### config.mk
export PLATFORM = sky130hd
export DESIGN_NAME = term_drain_arb
export DESIGN_NICKNAME = d
export VERILOG_FILES = /design/src/rtl/term_drain_arb.sv
export SDC_FILE = /design/constraint.sdc
export NUM_CORES = 1
export LEC_CHECK = 0
export CAP_MARGIN = 10
export CORE_AREA = 2 2 279 281
export CTS_CLUSTER_SIZE = 25
export DETAILED_ROUTE_END_ITERATION = 8
export DIE_AREA = 0 0 281 283
export GPL_ROUTABILITY_DRIVEN = 0
export HOLD_SLACK_MARGIN = 0.08
export MAX_ROUTING_LAYER = met4
export PLACE_DENSITY = 0.43
export REMOVE_ABC_BUFFERS = 1
export SLEW_MARGIN = 20
export SYNTH_ARGS = -nofsm -noshare
export SYNTH_HDL_FRONTEND = slang
export SYNTH_SLANG_ARGS = --single-unit
### constraint.sdc
create_clock -name clk -period 5.4 [get_ports clk]
set_input_delay 1.08 -clock clk [delete_from_list [all_inputs] [get_ports clk]]
set_output_delay 1.08 -clock clk [all_outputs]
set_load 0.01 [all_outputs]
### src/rtl/term_drain_arb.sv
// Round-robin drain arbiter: collects one packet at a time from N terminal FIFOs.
// Optional destination check enabled by defining TERM_DRAIN_DST_CHECK_EN.
module term_drain_arb #(
  parameter int unsigned ROWS      = 4,
  parameter int unsigned COLUMS    = 4,
  parameter int unsigned PCK_SZ    = 40,
  parameter int unsigned DST_MSB   = 31,
  parameter int unsigned DST_LSB   = 26,
  parameter int unsigned STALL_MAX = 128,
  localparam int unsigned N        = 2*ROWS + 2*COLUMS,
  localparam int unsigned IW       = $clog2(N)
) (
  input  logic              clk,
  input  logic              reset,
  input  logic              en,
  input  logic [N-1:0]      pndng,
  input  logic [PCK_SZ-1:0] data_out [N],
  output logic [N-1:0]      pop,
  output logic [PCK_SZ-1:0] pkt,
  output logic [IW-1:0]     pkt_src,
  output logic              pkt_valid,
  input  logic              pkt_ready,
  output logic              dst_err,
  output logic              stall_err
);

  localparam int unsigned SW      = $clog2(STALL_MAX + 1);
  localparam logic [IW:0] N_W     = (IW+1)'(N);
  localparam logic [SW-1:0] SMAX  = SW'(STALL_MAX);

  if (DST_MSB < DST_LSB || DST_MSB >= PCK_SZ) begin : g_bad_dst_field
    $error("term_drain_arb: destination field outside packet");
  end

  typedef enum logic [1:0] {
    IDLE  = 2'd0,
    GRANT = 2'd1,
    HOLD  = 2'd2
  } state_t;

  state_t            state_q, state_d;
  logic [IW-1:0]     g_q, g_d;
  logic [IW-1:0]     rr_q, rr_d;
  logic [SW-1:0]     cnt_q, cnt_d;
  logic [PCK_SZ-1:0] pkt_d;
  logic [IW-1:0]     src_d;
  logic              valid_d;
  logic              serr_d;
  logic              sel_found;
  logic [IW-1:0]     sel_idx;
  logic [IW-1:0]     cand;
  logic [PCK_SZ-1:0] head;

  function automatic logic [IW-1:0] ring_add(input logic [IW-1:0] base, input logic [IW:0] off);
    logic [IW:0] s;
    s = {1'b0, base} + off;
    if (s >= N_W) s = s - N_W;
    return s[IW-1:0];
  endfunction

  assign head = data_out[g_q];

  // First pending terminal at or after rr_q, walking the ring once
  always_comb begin
    sel_found = 1'b0;
    sel_idx   = '0;
    cand      = '0;
    for (int unsigned k = 0; k < N; k++) begin
      cand = ring_add(rr_q, (IW+1)'(k));
      if (!sel_found && pndng[cand]) begin
        sel_found = 1'b1;
        sel_idx   = cand;
      end
    end
  end

  // Pop is qualified by the live pndng so a withdrawn request never dequeues
  assign pop = (state_q == GRANT && !reset) ? (pndng & (N'(1) << g_q)) : '0;

  always_comb begin
    state_d = state_q;
    g_d     = g_q;
    rr_d    = rr_q;
    cnt_d   = cnt_q;
    pkt_d   = pkt;
    src_d   = pkt_src;
    valid_d = pkt_valid;
    case (state_q)
      IDLE: begin
        if (en && sel_found) begin
          g_d     = sel_idx;
          state_d = GRANT;
        end
      end
      GRANT: begin
        if (pndng[g_q]) begin
          pkt_d   = head;
          src_d   = g_q;
          valid_d = 1'b1;
          state_d = HOLD;
        end else begin
          state_d = IDLE;
        end
      end
      HOLD: begin
        if (pkt_ready) begin
          valid_d = 1'b0;
          cnt_d   = '0;
          rr_d    = ring_add(g_q, (IW+1)'(1));
          state_d = IDLE;
        end else if (cnt_q != SMAX) begin
          cnt_d = cnt_q + SW'(1);
        end
      end
      default: state_d = IDLE;
    endcase
    serr_d = stall_err | (cnt_d == SMAX);
  end

  always_ff @(posedge clk) begin
    if (reset) begin
      state_q   <= IDLE;
      g_q       <= '0;
      rr_q      <= '0;
      cnt_q     <= '0;
      pkt       <= '0;
      pkt_src   <= '0;
      pkt_valid <= 1'b0;
      stall_err <= 1'b0;
    end else begin
      state_q   <= state_d;
      g_q       <= g_d;
      rr_q      <= rr_d;
      cnt_q     <= cnt_d;
      pkt       <= pkt_d;
      pkt_src   <= src_d;
      pkt_valid <= valid_d;
      stall_err <= serr_d;
    end
  end

`ifdef TERM_DRAIN_DST_CHECK_EN
  localparam int unsigned DW = DST_MSB - DST_LSB + 1;
  logic dst_q;

  // Mismatch is judged once at capture and held while the packet is offered
  always_ff @(posedge clk) begin
    if (reset) begin
      dst_q <= 1'b0;
    end else if (state_q == GRANT && pndng[g_q]) begin
      dst_q <= (head[DST_MSB:DST_LSB] != DW'(g_q));
    end else if (state_q == HOLD && pkt_ready) begin
      dst_q <= 1'b0;
    end
  end
  assign dst_err = dst_q;
`else
  assign dst_err = 1'b0;
`endif

endmodule

==> impl_metrics.env, run 1 <==
export IMPL_cp_max_fo=21
export IMPL_cp_arrival_ns=5.03
export IMPL_timing_final_crit_share_pct=87.52
export IMPL_detailedPlace_worstSlack_ns=0.5201
export IMPL_cts_made_buffers=9
export IMPL_ys_ff_latch=64
export IMPL_setup_slack_ns=0.6738
export IMPL_drt_iter0_markers=839
export IMPL_power_share_combinational_pct=55.0
export IMPL_tightest_slew_ns=1.062
export IMPL_yosysSeqAreaShare_pct=12.81
export IMPL_power_density_nw_per_um2=141.7
export IMPL_cts_resized_gates=0
export IMPL_critPathRequiredTime_ns=5.70
export IMPL_postRouteAntennaNets=0
export IMPL_layout_commonest_cell="clkdlybuf4s50_1"
export IMPL_route_detailed_drc=0
export IMPL_die_w_um=281
export IMPL_hold_viol=0
export IMPL_die_height_um=283
export IMPL_synth_edf_count=0
export IMPL_finalCriticalPeriod_ns=4.726
export IMPL_synthArstFlopShare_pct=0
export IMPL_vias_per_cell=4.463
export IMPL_cap_violations=0
export IMPL_ys_types=64
export IMPL_grt_max_degree=103
export IMPL_seq_power_share_pct=20.2
export IMPL_crit_type="reg -> reg"
export IMPL_max_slew_margin_pct=28.97
export IMPL_numPortBuffers=721
export IMPL_cts_tree="done"
export IMPL_leakage_nw=6.182
export IMPL_grt_overflow=0
export IMPL_die_area_sq_um=79520
export IMPL_insertion_delay_ns=0.38
export IMPL_dpl_hpwl_um=67220
export IMPL_area_delta_synth_final_pct=87.09
export IMPL_grt_pass1_vias=12170
export IMPL_ios=723
export IMPL_antenna_found_initial=55
export IMPL_hold_class="reg -> reg"
export IMPL_wl_um=78430
export IMPL_fmax_ghz=0.2116
export IMPL_rsz0062_at_grt="no"
export IMPL_mostFrequentLayoutCells="clkdlybuf4s50_1, mux4_2, nor2_1"
export IMPL_irDropWorstVdd_v=0.0001585
export IMPL_synth_flop_cell="dfxtp_1"
export IMPL_synth_area_sq_um=10000
export IMPL_swShare_pct=34.07
export IMPL_grt_pass1_wl_um=105100
export IMPL_clock_sinks=64
export IMPL_synth_cells=842
export IMPL_status="completed"
export IMPL_grt_usage_pct=19.94
export IMPL_multi_input_area_sq_um=8317
export IMPL_holdWs_ns=0.4920
export IMPL_placed_area_sq_um=18340
export IMPL_clock_path_buffers=2
export IMPL_finClkSkew_ns=0.01256
export IMPL_synth_area_per_cell_sq_um=11.88
export IMPL_final_area_sq_um=18720
export IMPL_drv_slew=0
export IMPL_p_clk_share_pct=24.8
export IMPL_firstDrtPassIters=5
export IMPL_clkTransAtPathRegs_ns=0.07
export IMPL_num_vias=11480
export IMPL_seqCellArea_sq_um=1296
export IMPL_yosysWarnings=0
export IMPL_design_core_area_sq_um=76700
export IMPL_crit_path_start_kind="flop"
export IMPL_htree_levels=3
export IMPL_internal_power_w=0.001749
export IMPL_critPathCaptureType="flop"
export IMPL_initial_core_util_pct=13.04
export IMPL_postCtsHoldBufs=0
export IMPL_nNetsFinal=2174
export IMPL_num_rows=102
export IMPL_cts_root_buf="clkbuf_16"
export IMPL_power_switching_w=0.0009040
export IMPL_report_final_setup_viol=0
export IMPL_drive_gt1_share_pct=19.55
export IMPL_fillCellCount=8129
export IMPL_post_cts_setup_buffers=0
export IMPL_wl_per_cell_um=30.48
power groups by stage:
stage                     registers [W]  clock network (W)  logic (W)
after floorplan                0.000608                  0   0.000651
after CTS                      0.000538           0.000696    0.00147
after detailed placement       0.000549                  0    0.00147
after global placement         0.000549                  0    0.00146
after global routing           0.000541           0.000707    0.00154
final                          0.000536           0.000659    0.00146
final timing paths:
path / endpoint / startpoint / cells after the start / slack [ns]
setup / recovery: g_q[3]$_SDFFE_PP0P_ / rr_q[1]$_SDFFE_PP0P_ / 11 / 0.67
hold / removal: pkt_src[1]$_SDFFE_PP0P_ / pkt_src[1]$_SDFFE_PP0P_ / 2 / 0.49
setup reg to reg: g_q[3]$_SDFFE_PP0P_ / rr_q[1]$_SDFFE_PP0P_ / 11 / 0.67
hold reg to reg: pkt_src[1]$_SDFFE_PP0P_ / pkt_src[1]$_SDFFE_PP0P_ / 2 / 0.49
area by class of cell:
cell class | count | share of cell area [%]
multi-input combinational | 671 | 44.43
timing repair buffer | 739 | 39.40
tap | 1040 | 6.952
sequential | 64 | 6.925
clock buffer | 9 | 1.203
clock inverter | 7 | 0.4211
antenna | 29 | 0.3877
inverter | 14 | 0.2807
sequential cells by signal, summed over array words and instances (netlist names):
signal	count
cnt_q	8
g_q	4
pkt	40
pkt_src	4
pkt_valid	1
rr_q	4
stall_err	1
state_q	2
cell usage after synthesis (all sizes together), types with 2 or more instances:
cell type | instances | area (sq um)
nand4 | 4 | 25.02
mux4 | 241 | 5439
nand3 | 12 | 60.06
or4 | 2 | 18.77
mux2 | 10 | 112.6
clkbuf | 63 | 236.5
nand2b | 13 | 81.33
dfxtp | 64 | 1281
o21bai | 2 | 15.01
o21a | 2 | 15.01
nor2 | 93 | 349.1
and2 | 6 | 37.54
and3b | 2 | 17.52
a32o | 2 | 20.02
a211oi | 9 | 67.56
mux2i | 70 | 700.7
o21ai | 21 | 105.1
a31oi | 4 | 25.02
and3 | 16 | 100.1
xnor2 | 7 | 68.82
inv | 13 | 48.80
a22o | 2 | 17.52
a221o | 3 | 30.03
nor4 | 8 | 50.05
a21oi | 25 | 128.9
o31ai | 7 | 52.55
a221oi | 2 | 17.52
ha | 15 | 187.7
nand2 | 33 | 123.9
a21boi | 4 | 30.03
xor2 | 5 | 43.79
a2bb2oi | 3 | 26.28
nand3b | 2 | 15.01
buf | 30 | 125.1
o22ai | 4 | 25.02
nor2b | 8 | 50.05
nor3b | 8 | 60.06
a22oi | 3 | 22.52
nor3 | 7 | 35.03
worst max-delay path: stages, from the launching register on:
cell      delay (ns)
dfxtp_1         0.57
inv_1           0.12
ha_1            0.96
mux2i_1         0.49
mux4_2          0.39
mux2i_1         0.16
or4_4           0.59
or4_1           0.66
nand2b_1        0.23
a21oi_2         0.23
a22oi_1         0.12
o21ai_1         0.12
routing by layer:
| layer | track usage, % | share of wire, % |
|---|---|---|
| met1 | 25.26 | 43 |
| met5 | - | 0 |
| met4 | 2.206 | 1.0 |
| met2 | 31.94 | 47 |
| met3 | 6.300 | 8.5 |
stage by stage:
step / TNS (ns) / std cells / utilization (%) / power (W)
after global placement: 0 / 2528 / 23.91 / 0.002007
final: 0 / 2573 / 24.40 / 0.002653
after floorplan: -274.57 / 749 / - / 0.001259
after CTS: 0 / 2544 / 24.31 / 0.002706
after global routing: 0 / 2570 / 24.39 / 0.002790
after detailed placement: 0 / 2528 / 23.91 / 0.002015
cells by family (layout without fill, tap and decap cells):
kind of cell             after synthesis  after routing  synth area share [%]
AO/OA/AOI/OAI                        103            103                 6.891
XOR/XNOR                              12             12                 1.126
adder cells (fa/ha/maj)               15             15                 1.876
buffers and inverters                107            769                 4.140
flip-flops                            64             64                 12.81
multiplexers                         321            321                 62.49
other                                  1             30               0.03748
AND/OR/NAND/NOR                      219            219                 10.63
No activity file was read; power rests on OpenSTA's default activity.
==> run 2: changes to the inputs <==
--- a/config.mk
+++ b/config.mk
@@ -7,7 +7,6 @@
 export LEC_CHECK = 0
 export CAP_MARGIN = 10
 export CORE_AREA = 2 2 279 281
-export CTS_CLUSTER_SIZE = 25
 export DETAILED_ROUTE_END_ITERATION = 8
 export DIE_AREA = 0 0 281 283
 export GPL_ROUTABILITY_DRIVEN = 0
==> results of run 2 <==
No change in the layout: final DEF, timing and power equal those of run 1.
